===== config.mk =====
export PLATFORM = sky130hd
export DESIGN_NAME = mem_arbiter
export DESIGN_NICKNAME = d
export VERILOG_FILES = /design/src/rtl/mem_arbiter.sv
export SDC_FILE = /design/constraint.sdc
export NUM_CORES = 1
export LEC_CHECK = 0
export BUFFER_PORTS_ARGS = -buffer_cell sky130_fd_sc_hd__buf_2
export CAP_MARGIN = 5
export CELL_PAD_IN_SITES_DETAIL_PLACEMENT = 1
export CELL_PAD_IN_SITES_GLOBAL_PLACEMENT = 1
export CORE_UTILIZATION = 15
export CTS_BUF_LIST = sky130_fd_sc_hd__clkbuf_2
export CTS_CLUSTER_SIZE = 30
export DETAILED_ROUTE_END_ITERATION = 8
export GPL_TIMING_DRIVEN = 1
export PLACE_DENSITY = 0.76
export SETUP_SLACK_MARGIN = 0.02
export SLEW_MARGIN = 20
export SYNTH_ARGS = -nofsm -noshare
export SYNTH_HDL_FRONTEND = slang
export SYNTH_SLANG_ARGS = --single-unit
export TNS_END_PERCENT = 30

===== constraint.sdc =====
create_clock -name CLK -period 2 [get_ports CLK]
set_input_delay 0.6 -clock CLK [delete_from_list [all_inputs] [get_ports CLK]]
set_output_delay 0.6 -clock CLK [all_outputs]
set_load 0.03 [all_outputs]

===== src/rtl/mem_arbiter.sv =====
// Shares one RAM port between icache and dcache; one-cycle arbitration, requester stalled via iwait/dwait.
// dcache owns two-word blocks atomically; icache is forced in after STARVE_LIMIT consecutive dcache blocks.
module mem_arbiter #(
   parameter int STARVE_LIMIT = 4
) (
   input  logic        CLK,
   input  logic        nRST,
   input  logic        iREN,
   input  logic [31:0] iaddr,
   output logic [31:0] iload,
   output logic        iwait,
   input  logic        dREN,
   input  logic        dWEN,
   input  logic [31:0] daddr,
   input  logic [31:0] dstore,
   output logic [31:0] dload,
   output logic        dwait,
   output logic        ramREN,
   output logic        ramWEN,
   output logic [31:0] ramaddr,
   output logic [31:0] ramstore,
   input  logic [31:0] ramload,
   input  logic        ramready
);
   localparam int CW = $clog2(STARVE_LIMIT + 1);

   typedef enum logic [1:0] {IDLE, DBUS, IBUS} state_t;

   state_t        state, state_nxt;
   logic          lock, lock_nxt;
   logic [CW-1:0] starve_cnt, starve_nxt, starve_inc;
   logic          dreq;

   assign dreq  = dREN | dWEN;
   assign iload = ramload;
   assign dload = ramload;
   assign starve_inc = (starve_cnt == CW'(STARVE_LIMIT)) ? starve_cnt : starve_cnt + 1'b1;

   function automatic state_t arbitrate(input logic i_req, input logic d_req,
                                        input logic [CW-1:0] cnt);
      state_t res;
      if (i_req && cnt == CW'(STARVE_LIMIT)) res = IBUS;
      else if (d_req)                        res = DBUS;
      else if (i_req)                        res = IBUS;
      else                                   res = IDLE;
      return res;
   endfunction

   // Burst end counts toward starvation, and the updated count decides the re-arbitration.
   always_comb begin
      starve_nxt = starve_cnt;
      if (!iREN)
         starve_nxt = '0;
      else if (state == IBUS && ramready)
         starve_nxt = '0;
      else if (state == DBUS && dreq && ramready && daddr[2])
         starve_nxt = starve_inc;
   end

   always_comb begin
      state_nxt = state;
      lock_nxt  = lock;
      ramREN    = 1'b0;
      ramWEN    = 1'b0;
      ramaddr   = '0;
      ramstore  = '0;
      iwait     = 1'b1;
      dwait     = 1'b1;
      case (state)
         IDLE: begin
            lock_nxt  = 1'b0;
            state_nxt = arbitrate(iREN, dreq, starve_cnt);
         end
         DBUS: begin
            ramaddr  = daddr;
            ramstore = dstore;
            ramWEN   = dWEN;
            ramREN   = dREN & ~dWEN;
            dwait    = ~ramready;
            if (!dreq) begin
               state_nxt = IDLE;
               lock_nxt  = 1'b0;
            end else if (ramready) begin
               if (!daddr[2]) begin
                  lock_nxt = 1'b1;
               end else begin
                  lock_nxt  = 1'b0;
                  state_nxt = arbitrate(iREN, dreq, starve_nxt);
               end
            end
         end
         IBUS: begin
            ramaddr = iaddr;
            ramREN  = 1'b1;
            iwait   = ~ramready;
            if (!iREN)
               state_nxt = IDLE;
            else if (ramready)
               state_nxt = dreq ? DBUS : IBUS;
         end
         default: state_nxt = IDLE;
      endcase
   end

   always_ff @(posedge CLK or negedge nRST) begin
      if (!nRST) begin
         state      <= IDLE;
         lock       <= 1'b0;
         starve_cnt <= '0;
      end else begin
         state      <= state_nxt;
         lock       <= lock_nxt;
         starve_cnt <= starve_nxt;
      end
   end
endmodule


; Word level (Yosys, flattened, before mapping)
; Index checks and enable logic that the tools add are counted.
[classes]
add_sub_neg = 1
n_mul = 0
div_mod_pow = 0
magnitude_cmp = 0
n_eq_ne = 7
shift = 0
n_mux = 21
bitwise = 4
n_reduce_logical = 8
[ops]
columns = cell, n
row1 = $pmux 32 s2, 1
row2 = $mux 32, 1
row3 = $mux 2, 10
row4 = $mux 3, 4
row5 = $ne 3x3->1 const B, 3
row6 = $eq 3x3->1 const B, 2
row7 = $logic_and 1x1->1, 6
row8 = $pmux 2 s3, 1
row9 = $add 3x1->3 const B, 1
row10 = $mux 1, 3
row11 = $reduce_and 3->1, 1
row12 = $eq 2x1->1 const B, 1
row13 = $eq 2x2->1 const B, 1
row14 = $logic_not 2->1, 1
row15 = $not 1->1, 2
row16 = $pmux 1 s2, 1
row17 = $and 1x1->1, 1
row18 = $or 1x1->1, 1
[totals]
ff_bits = 5
latch_bits = 0
ram_bits = 0
rom_bits = 0
inputBits = 134
out_inout_bits = 132
elab_cells = 43
mem_count = 0

; Longest topological paths before layout
; Gate-level depths: netlist of the first run.
[logic_depth]
ltp_word = 14
depth_mapped = 8
mapped_depth_nobuf = 7

; Worst setup path before layout of the first run
; OpenSTA, ideal clock, no wires.
[synth_path]
path_kind = reg2out
start = reg state[0]
end = out ramaddr[0]
t_arrival_ps = 1741
t_required_ps = 1400
path_slack_ps = -341
stages_incl_launch_ff = 7
path_buffers = 2
path_cell_list = dfrtp_1 -> inv_1 -> ha_1 -> clkbuf_1 -> clkbuf_1 -> a22oi_1 -> nor2b_1
[synth_between]
elab_chain_len = 2
elab_cells_between_ends = 3
classes_between = eq/ne: 2 / mux: 1
[synth_lines]
columns = element, line
row1 = from (decl), 29  ; state_t state, state_nxt;
row2 = from (signal assigned), 111  ; state <= state_nxt;
row3 = $eq 2x2->1 or $eq 2x1->1 (tied branches), 69  ; case (state)
row4 = $pmux 32 s2 *, 69
row5 = to (decl), 20  ; output logic [31:0] ramaddr,
; Mark *: on every way between the ends. The rest lies on a longest branch, timed or not.

; Final worst setup path of the first run
[layout_path]
start = reg state[1]
end = out ramaddr[22]
; The elaborated chain is that of the path after synthesis.

==> impl_metrics.ini, run 1 <==
[finish]
seq_area_um2 = 126
diodes = 0
layout-drive-gt1-share_pct = 82.8
fill_cells = 1283
multi_input_area_um2 = 1270
final_nets = 489
area_growth_syn_to_layout_pct = 92.6

[clock_tree]
cts-htree-levels = 1
clock-sinks = 5
clock_path_buffers = 2
cts.reportedPaths.clkPinSlew_ns = 0.06
root_buffer = clkbuf_2
cts_buffers = 3
ctsHoldBuffers = 0
cts_tree = yes
insertion_delay_ns = 0.23

[place]
pre_cts_ws_ns = -0.136
io_buffers = 169
hpwl_um = 5890
globalplace.congestion = 0.816

[timing]
fmax_mhz = 457
slew_violations = 0
final.period_utilization_pct = 109
hold_viol = 0
rsz0062_at_grt = yes
hold_slack_ns = 0.171
tightest_slew_ns = 0.322
setup_viol = 67
slew_headroom_pct = 78.3
setup_slack_ns = -0.189
layout_min_cycle_time_ns = 2.19
clock_skew_ns = 0.00519

[route]
routedWlPerCell_um = 17.6
ant_nets = 0
via_per_inst = 4.24
drt_iter0_drc = 55
via_count = 2054
drt_wl_total_um = 8520
drt_drc_violations_left = 0
drtPass1Iterations = 2

[outcome]
violations = setup timing
outcome = finished, violations left

[pwr]
power_density_nw_per_um2 = 1410
power_uw = 4470
leakage_uw = 0.00149
peakVddDrop_mv = 0.621

[yosys]
syn-cell-area_um2 = 1650
synthArstFlopShare_pct = 100
syn-num-nets = 371
synth_edf_count = 0
ys_types = 30
syn_avg_cell_area_um2 = 7.13
synthCells = 231
seq_area_frac_synth_pct = 7.59
ys_ff_latch = 5
yosys_warnings = 0
synth_flop_cell = dfrtp_1

[setup_path]
worstPathMaxFanout = 15
critPathCaptureType = output pin
worstPathRequired_ns = 1.40
cp-start-kind = flip-flop
crit_type = reg2out
cp.arrival_ns = 1.59
rr_worst_depth = 7

[grt]
grt_usage_pct = 13.1
grt_max_degree = 33
grt_pass1_vias = 2206
overflow = 0
grt_pass1_wl_um = 11600
antenna_found_initial = 0

[floorplanning]
die_area_um2 = 11400
dieWidth_um = 107
coreArea_um2 = 10500
io_pins = 266
row_count = 37
die_height_um = 107
start_util_pct = 15.7

[flow_run]
max_cap_viol_count = 0

[min_path]
worstHoldPathType = in2async
==> report_power, final <==
part / total (uW) / switching (uW) / internal (uW)
clock network: 97.3 / 44.5 / 52.9
logic: 4220 / 2130 / 2090
registers: 154 / 30.5 / 124
total: 4470 / 2200 / 2270
==> synthesized netlist by cell type (2+ instances only) <==
library cell | instances | area, um^2
clkbuf_1 | 14 | 52.6
dfrtp_1 | 5 | 125
buf_4 | 64 | 480
o21ai_0 | 4 | 20.0
a22oi_1 | 32 | 240
inv_1 | 5 | 18.8
ha_1 | 6 | 75.1
or3_1 | 2 | 12.5
o21a_1 | 2 | 15.0
nor2_1 | 5 | 18.8
and2_1 | 33 | 206
nor2b_1 | 33 | 206
nand2_1 | 9 | 33.8
==> worst max-delay path, cell delays in order (launching register included) <==
cell and delay, ns:
dfrtp_1 0.40, buf_4 0.15, ha_4 0.20, buf_16 0.17, a22oi_1 0.21, nor2b_2 0.06
buf_4 0.17
==> logic make-up (layout without fill, tap and decap cells) <==
family | count (synthesis) | in the layout | share of synthesized area, %
compound gates | 48 | 48 | 21.8
buf+inv | 84 | 201 | 33.8
mux | 2 | 2 | 1.29
simple gates | 85 | 85 | 30.4
fa+ha+maj | 6 | 6 | 4.56
xor+xnor | 1 | 1 | 0.532
flops | 5 | 5 | 7.59
==> area by class of cell <==
type                    count  area share [%]
well taps                 136            5.36
multi-input cells         142            39.9
repair buffers            192            49.4
flip-flops and latches      5            3.98
clock buffers               4           0.631
inverters                   5           0.670
==> final timing paths <==
kind / start / endpoint / slack (ns)
max in group asynchronous: nRST / state[0]$_DFFE_PN0P_ / 1.68
setup / recovery: state[1]$_DFFE_PN0P_ / ramaddr[22] / -0.19
min in group CLK: starve_cnt[1]$_DFF_PN0_ / starve_cnt[1]$_DFF_PN0_ / 0.62
setup reg to reg: state[0]$_DFFE_PN0P_ / state[1]$_DFFE_PN0P_ / -0.15
hold / removal: nRST / starve_cnt[2]$_DFF_PN0_ / 0.17
hold reg to reg: starve_cnt[1]$_DFF_PN0_ / starve_cnt[1]$_DFF_PN0_ / 0.62
==> through the flow <==
step                      std cells  area, um^2  TNS [ns]  utilization (%)
final                           484        3170     -8.66             30.2
after global routing            484        3170    -15.18             30.2
after global placement          470        2380    -0.360             22.6
after floorplan                 231        1780    -0.358                -
after CTS                       480        2970     -9.20             28.3
after detailed placement        470        2380     -1.25             22.6
==> cell usage in the layout, fill, tap and decap left out, types with 2 or more instances in the layout <==
master / n
a22oi_1: 14
a22oi_2: 18
and2_1: 3
and2_4: 30
buf_12: 5
buf_16: 2
buf_2: 102
buf_4: 16
buf_6: 65
clkbuf_16: 2
clkbuf_2: 4
dfrtp_1: 4
ha_1: 3
ha_4: 3
inv_1: 3
nand2_1: 9
nor2_1: 5
nor2b_2: 31
o21a_1: 2
o21ai_0: 3
or3_4: 2
==> what timing repair did <==
action	CTS	global route
endpoints found under the setup margin	68	70
cloned	2	2
gates resized for setup	162	36
endpoints found under the hold margin	0	0
buffers inserted	4	2
pin swaps	3	10
==> routing by layer <==
metal,global-route usage [%],vias up,part of all wire (%)
met2,28.6,117,60
met4,1.47,0,0.90
met3,2.49,10,5.9
li1,-,949,-
met1,12.5,978,34
met5,0,-,0
==> state kept, by name, indices dropped and copies added, names as in the netlist <==
register    cells
starve_cnt      3
state           2
(Power assumes the default switching activity.)
==> inputs of run 2 (changes only) <==
==> constraint.sdc (replaced) <==
create_clock -name CLK -period 2 [get_ports CLK]
set_input_delay 0.6 -clock CLK [delete_from_list [all_inputs] [get_ports CLK]]
set_output_delay 0.6 -clock CLK [all_outputs]
set_load 0.05 [all_outputs]
==> run 2 against run 1 <==
The run still ends with setup timing left; die area is the same; first-iteration DRC count grew 3.6%; via count grew 0.34%; power grew 37%; core utilization grew 4.5 points; clock power grew 1%; critical path depth grew 1; final cell count grew 0.21%; sequential share of layout area shrank 0.52 points; combinational power grew 39%; critical endpoint is now ramaddr[12]; wire length grew 3.8%; worst setup slack lost 0.039 ns.
==> impl_metrics.ini, run 2 (synthesis results as in run 1) <==
[outcome]
outcome = finished, violations left
violations = setup timing

[finish]
final_cell_mix = 102 x buf_2, 36 x buf_8, 32 x a22oi_2, 32 x nor2b_4, 32 x and2_4
final_common_cell = buf_2
layout-drive-gt1-share_pct = 88.3
fin_area_um2 = 3650
layout.cells.non_filler = 485
diodes = 0
final_nets = 490
area_growth_syn_to_layout_pct = 122
top_register = starve_cnt
post-route-util_pct = 34.7
largest_reg_flops = 3
reg_top3 = starve_cnt (3), state (2)

[setup_path]
crit_type = reg2out
r2r-start = state[0]$_DFFE_PN0P_
worstPathRequired_ns = 1.40
critPathCaptureType = output pin
r2r_slack_ns = -0.01
path_delay_family = buffers and inverters
cp.arrival_ns = 1.63
crit_slowest_cell = dfrtp_1
path_depth = 7
crit_path_max_incr_delay_ns = 0.41
path_buf_inv = 4
cp-start-kind = flip-flop
rr_worst_depth = 7
timing.rr.end = state[1]$_DFFE_PN0P_
worstPathMaxFanout = 6
crit_top_cell = buf_6
path_cells = buf_6 > ha_4 > buf_6 > clkbuf_16 > a22oi_2 > nor2b_4 > buf_6

[timing]
clock_skew_ns = 0.000984
layout_min_cycle_time_ns = 2.23
final.period_utilization_pct = 111
hold_viol = 0
setup_viol = 68
rsz0062_at_grt = yes
slew_headroom_pct = 83.3
tightest_slew_ns = 0.253
setup_slack_ns = -0.229
fmax_mhz = 449
slew_violations = 0
hold_slack_ns = 0.183

[route]
ant_nets = 0
drt_iter0_drc = 57
drtPass1Iterations = 4
drt_drc_violations_left = 0
routedWlPerCell_um = 18.2
via_per_inst = 4.25
via_count = 2061
drt_wl_total_um = 8850

[floorplanning]
die_area_um2 = 11400
die_height_um = 107
start_util_pct = 15.7
dieWidth_um = 107
coreArea_um2 = 10500
row_count = 37
io_pins = 266

[place]
pre_cts_ws_ns = -0.165
io_buffers = 169
globalplace.congestion = 0.691
place_area_um2 = 2730
hpwl_um = 6210
placedCellCount = 471

[clock_tree]
insertion_delay_ns = 0.23
clock-sinks = 5
cts_buffers = 3
root_buffer = clkbuf_2
ctsHoldBuffers = 0
cts.reportedPaths.clkPinSlew_ns = 0.06
cts-htree-levels = 1
cts_tree = yes
clock_path_buffers = 2

[grt]
grt_pass1_vias = 2245
grt_pass1_wl_um = 11900
grt_max_degree = 41
grt_usage_pct = 13.5
antenna_found_initial = 0
overflow = 0

[flow_run]
max_cap_viol_count = 0

[pwr]
leakage_uw = 0.00167
peakVddDrop_mv = 0.680
power_density_nw_per_um2 = 1680

[min_path]
worstHoldPathType = in2async
run 2: cell count changes in the layout (fill, tap and decap cells not counted), moves of 2 or more:
| cell | delta |
|---|---|
| buf_12 | +8 |
| a22oi_1 | -14 |
| a22oi_2 | +14 |
| buf_4 | -7 |
| buf_8 | +36 |
| nor2b_4 | +31 |
| and2_1 | -2 |
| nor2b_2 | -31 |
| and2_4 | +2 |
| buf_6 | -36 |
run 2: worst max-delay path by stage:
stage,from,end,slack (ns)
finish,state[0]$_DFFE_PN0P_,ramaddr[12],-0.23
global route,state[0]$_DFFE_PN0P_,ramaddr[28],-0.30
CTS,state[0]$_DFFE_PN0P_,ramaddr[1],-0.26
detailed placement,dREN,state[1]$_DFFE_PN0P_,-0.16
global placement,dREN,state[1]$_DFFE_PN0P_,-0.09
floorplan,state[1]$_DFFE_PN0P_,ramaddr[10],-0.05
run 2: what timing repair did:
action,4_1_cts,5_1_grt
cloned,1,4
pin swaps,5,12
setup endpoints to repair,70,70
gates resized for setup,187,24
buffers inserted,3,2
run 2: layout make-up:
class | instances | area (um^2)
multi-input cells | 142 | 1510
fillers | 1215 | 6860
well taps | 136 | 170
inverters | 5 | 21.3
clock buffers | 4 | 20.0
flip-flops and latches | 5 | 126
repair buffers | 193 | 1810
run 2: worst register-to-register path, stage by stage, from the launching register on:
cell	delay, ns
dfrtp_1	0.39
inv_2	0.08
ha_4	0.20
buf_12	0.16
a21bo_2	0.21
or3_4	0.38
or3_1	0.38
a31oi_2	0.13
run 2: power breakdown:
group	total [uW]	switching, uW	internal, uW
Combinational	5870	3080	2790
Sequential	151	28.0	123
Clock	98.4	45.4	52.9
Total	6120	3150	2970
run 2: per-layer routing:
| layer | share of wire, % | up-vias | wire length (um) | global-route usage [%] |
|---|---|---|---|---|
| met5 | 0 | - | 0 | 0 |
| met1 | 31 | 963 | 2710 | 12.5 |
| li1 | - | 948 | - | - |
| met4 | 2.6 | 0 | 234 | 4.79 |
| met3 | 8.3 | 22 | 734 | 2.19 |
| met2 | 58 | 128 | 5170 | 28.7 |
run 2: through the flow:
stage / total power, uW / TNS, ns
6_report: 6120 / -11.57
5_1_grt: 6370 / -16.78
4_1_cts: 5700 / -10.98
3_5_place_dp: 4550 / -3.15
3_3_place_gp: 4470 / -1.17
2_1_floorplan: 3710 / -1.16
==> inputs of run 3 (changes only) <==
--- a/config.mk
+++ b/config.mk
@@ -7,14 +7,13 @@
 export LEC_CHECK = 0
 export BUFFER_PORTS_ARGS = -buffer_cell sky130_fd_sc_hd__buf_2
 export CAP_MARGIN = 5
-export CELL_PAD_IN_SITES_DETAIL_PLACEMENT = 1
-export CELL_PAD_IN_SITES_GLOBAL_PLACEMENT = 1
-export CORE_UTILIZATION = 15
+export CORE_AREA = 2 2 102 104
 export CTS_BUF_LIST = sky130_fd_sc_hd__clkbuf_2
 export CTS_CLUSTER_SIZE = 30
 export DETAILED_ROUTE_END_ITERATION = 8
+export DIE_AREA = 0 0 104 106
 export GPL_TIMING_DRIVEN = 1
-export PLACE_DENSITY = 0.76
+export PLACE_DENSITY = 0.51
 export SETUP_SLACK_MARGIN = 0.02
 export SLEW_MARGIN = 20
 export SYNTH_ARGS = -nofsm -noshare
==> run 3 against run 2 <==
The flow still finishes with violations (setup timing); via count fell by 0.82%; flip-flop and latch count did not move; cell area fell by 1.1%; combinational power fell by 3.7%; hold slack improved by 0.0072 ns; register-to-register slack barely moved; non-clock buffer count rose by 3; count of clock-buffer cells in the layout did not move; sequential share of layout area barely moved; global-route usage fell by 1.2 points; highest routed layer unchanged.
==> impl_metrics.ini, run 3 (synthesis results as in run 1) <==
[outcome]
outcome = finished, violations left
violations = setup timing

[finish]
diodes = 0
final_nets = 493
layout-drive-gt1-share_pct = 88.1
final_cell_mix = 101 x buf_2, 37 x buf_8, 35 x buf_6
final_common_cell = buf_2
area_growth_syn_to_layout_pct = 119
top_register = starve_cnt
largest_reg_flops = 3
reg_top3 = starve_cnt (3), state (2)

[timing]
fmax_mhz = 451
clock_skew_ns = 0.000346
hold_slack_ns = 0.190
layout_min_cycle_time_ns = 2.22
tightest_slew_ns = 0.292
slew_headroom_pct = 80.3
rsz0062_at_grt = yes
final.period_utilization_pct = 111
slew_violations = 0
setup_slack_ns = -0.215
fin_setup_tns_ns = -9.63
hold_viol = 0
setup_viol = 68

[clock_tree]
cts-htree-levels = 1
cts.reportedPaths.clkPinSlew_ns = 0.05
clock-sinks = 5
cts_tree = yes
root_buffer = clkbuf_2
insertion_delay_ns = 0.21
cts_buffers = 3
clock_path_buffers = 2

[route]
ant_nets = 0
drtPass1Iterations = 4
drt_wl_total_um = 7330
routedWlPerCell_um = 15.0
via_count = 2044
drt_drc_violations_left = 0
via_per_inst = 4.19
drt_iter0_drc = 100

[floorplanning]
die_height_um = 106
start_util_pct = 16.5
row_count = 37
coreArea_um2 = 10000
io_pins = 266
die_area_um2 = 11000
dieWidth_um = 104

[setup_path]
crit_type = reg2out
rr_worst_depth = 9
cp-start-kind = flip-flop
r2r_slack_ns = -0.01
crit_path_start = state[0]$_DFFE_PN0P_
r2r-start = state[1]$_DFFE_PN0P_
timing.rr.end = state[1]$_DFFE_PN0P_
cp.arrival_ns = 1.62
worstPathMaxFanout = 7
worstPathRequired_ns = 1.40
endpoint = ramaddr[28]
critPathCaptureType = output pin

[place]
hpwl_um = 4820
globalplace.congestion = 0.781
io_buffers = 169

[min_path]
worstHoldPathType = in2async

[grt]
grt.met3_usage_pct = 3.19
overflow = 0
grt_usage_pct = 12.3
grt_pass1_wl_um = 11100
grt_pass1_vias = 2129
busiest_layer = met2
met1_usage_pct = 12.7
antenna_found_initial = 0
grt_max_degree = 34
grtUsageMet2_pct = 24.2

[pwr]
p_clk_share_pct = 1.6
power_uw = 5890
switchingPower_uw = 3030
leakage_uw = 0.00168
p_int_uw = 2860
peakVddDrop_mv = 0.518
power_density_nw_per_um2 = 1630
pwr-share-seq_pct = 2.4
sw_frac_of_total_pct = 51.4
combinationalPowerShare_pct = 96.0

[flow_run]
max_cap_viol_count = 0
[run 3: changes by cell type in the layout (fill, tap and decap cells not counted), sizes merged]
cell,previous run,this run
clkbuf,7,5
buf,190,195
[run 3: power by group through the flow]
| stage | clock network [uW] | registers [uW] | logic, uW |
|---|---|---|---|
| floorplan | 0 | 137 | 3570 |
| global placement | 0 | 140 | 4070 |
| detailed placement | 0 | 142 | 4070 |
| CTS | 96.2 | 145 | 5570 |
| global route | 104 | 145 | 5900 |
| finish | 92.7 | 144 | 5650 |
[run 3: metal layers]
| layer | vias up | routed length, um | part of all wire (%) |
|---|---|---|---|
| met5 | - | 0 | 0 |
| met4 | 0 | 176 | 2.4 |
| met3 | 12 | 618 | 8.4 |
| met2 | 121 | 4050 | 55 |
| met1 | 956 | 2490 | 34 |
| li1 | 955 | - | - |
[run 3: what timing repair did]
item                                    4_1_cts  5_1_grt
gates cloned                                  4        1
resized for setup                           220        7
pin swaps                                    41        5
buffers inserted                              7        2
hold buffers                                  0        0
endpoints found under the setup margin       70       70
[run 3: stage by stage]
step | instances | setup WS (ns) | area [um^2] | util (%)
after floorplan | 231 | -0.0508 | 1990 | -
after global placement | 471 | -0.105 | 2600 | 26.0
after detailed placement | 471 | -0.121 | 2600 | 26.0
after CTS | 486 | -0.231 | 3570 | 35.7
after global routing | 488 | -0.286 | 3610 | 36.1
final | 488 | -0.215 | 3610 | 36.1
[run 3: worst min-delay path by stage]
stage               from                 endpoint  cells after the start
detailed placement  nRST  starve_cnt[1]$_DFF_PN0_                      1
CTS                 nRST  starve_cnt[1]$_DFF_PN0_                      1
global placement    nRST  starve_cnt[1]$_DFF_PN0_                      1
global route        nRST     state[1]$_DFFE_PN0P_                      1
floorplan           nRST  starve_cnt[0]$_DFF_PN0_                      0
finish              nRST  starve_cnt[1]$_DFF_PN0_                      1
[run 3: layout make-up]
| class | instances | area [um^2] |
|---|---|---|
| Clock buffer | 4 | 20.0 |
| Fill cell | 1010 | 6390 |
| Inverter | 5 | 18.8 |
| Multi-Input combinational cell | 142 | 1490 |
| Timing Repair Buffer | 196 | 1790 |
| Sequential cell | 5 | 125 |
| Tap cell | 136 | 170 |
[run 3: critical path, cell delays in order (launching register included)]
cell and delay (ns):
dfrtp_1 0.41, buf_6 0.13, ha_4 0.18, buf_12 0.14
buf_12 0.13, a22oi_2 0.20, nor2b_4 0.06, buf_6 0.15
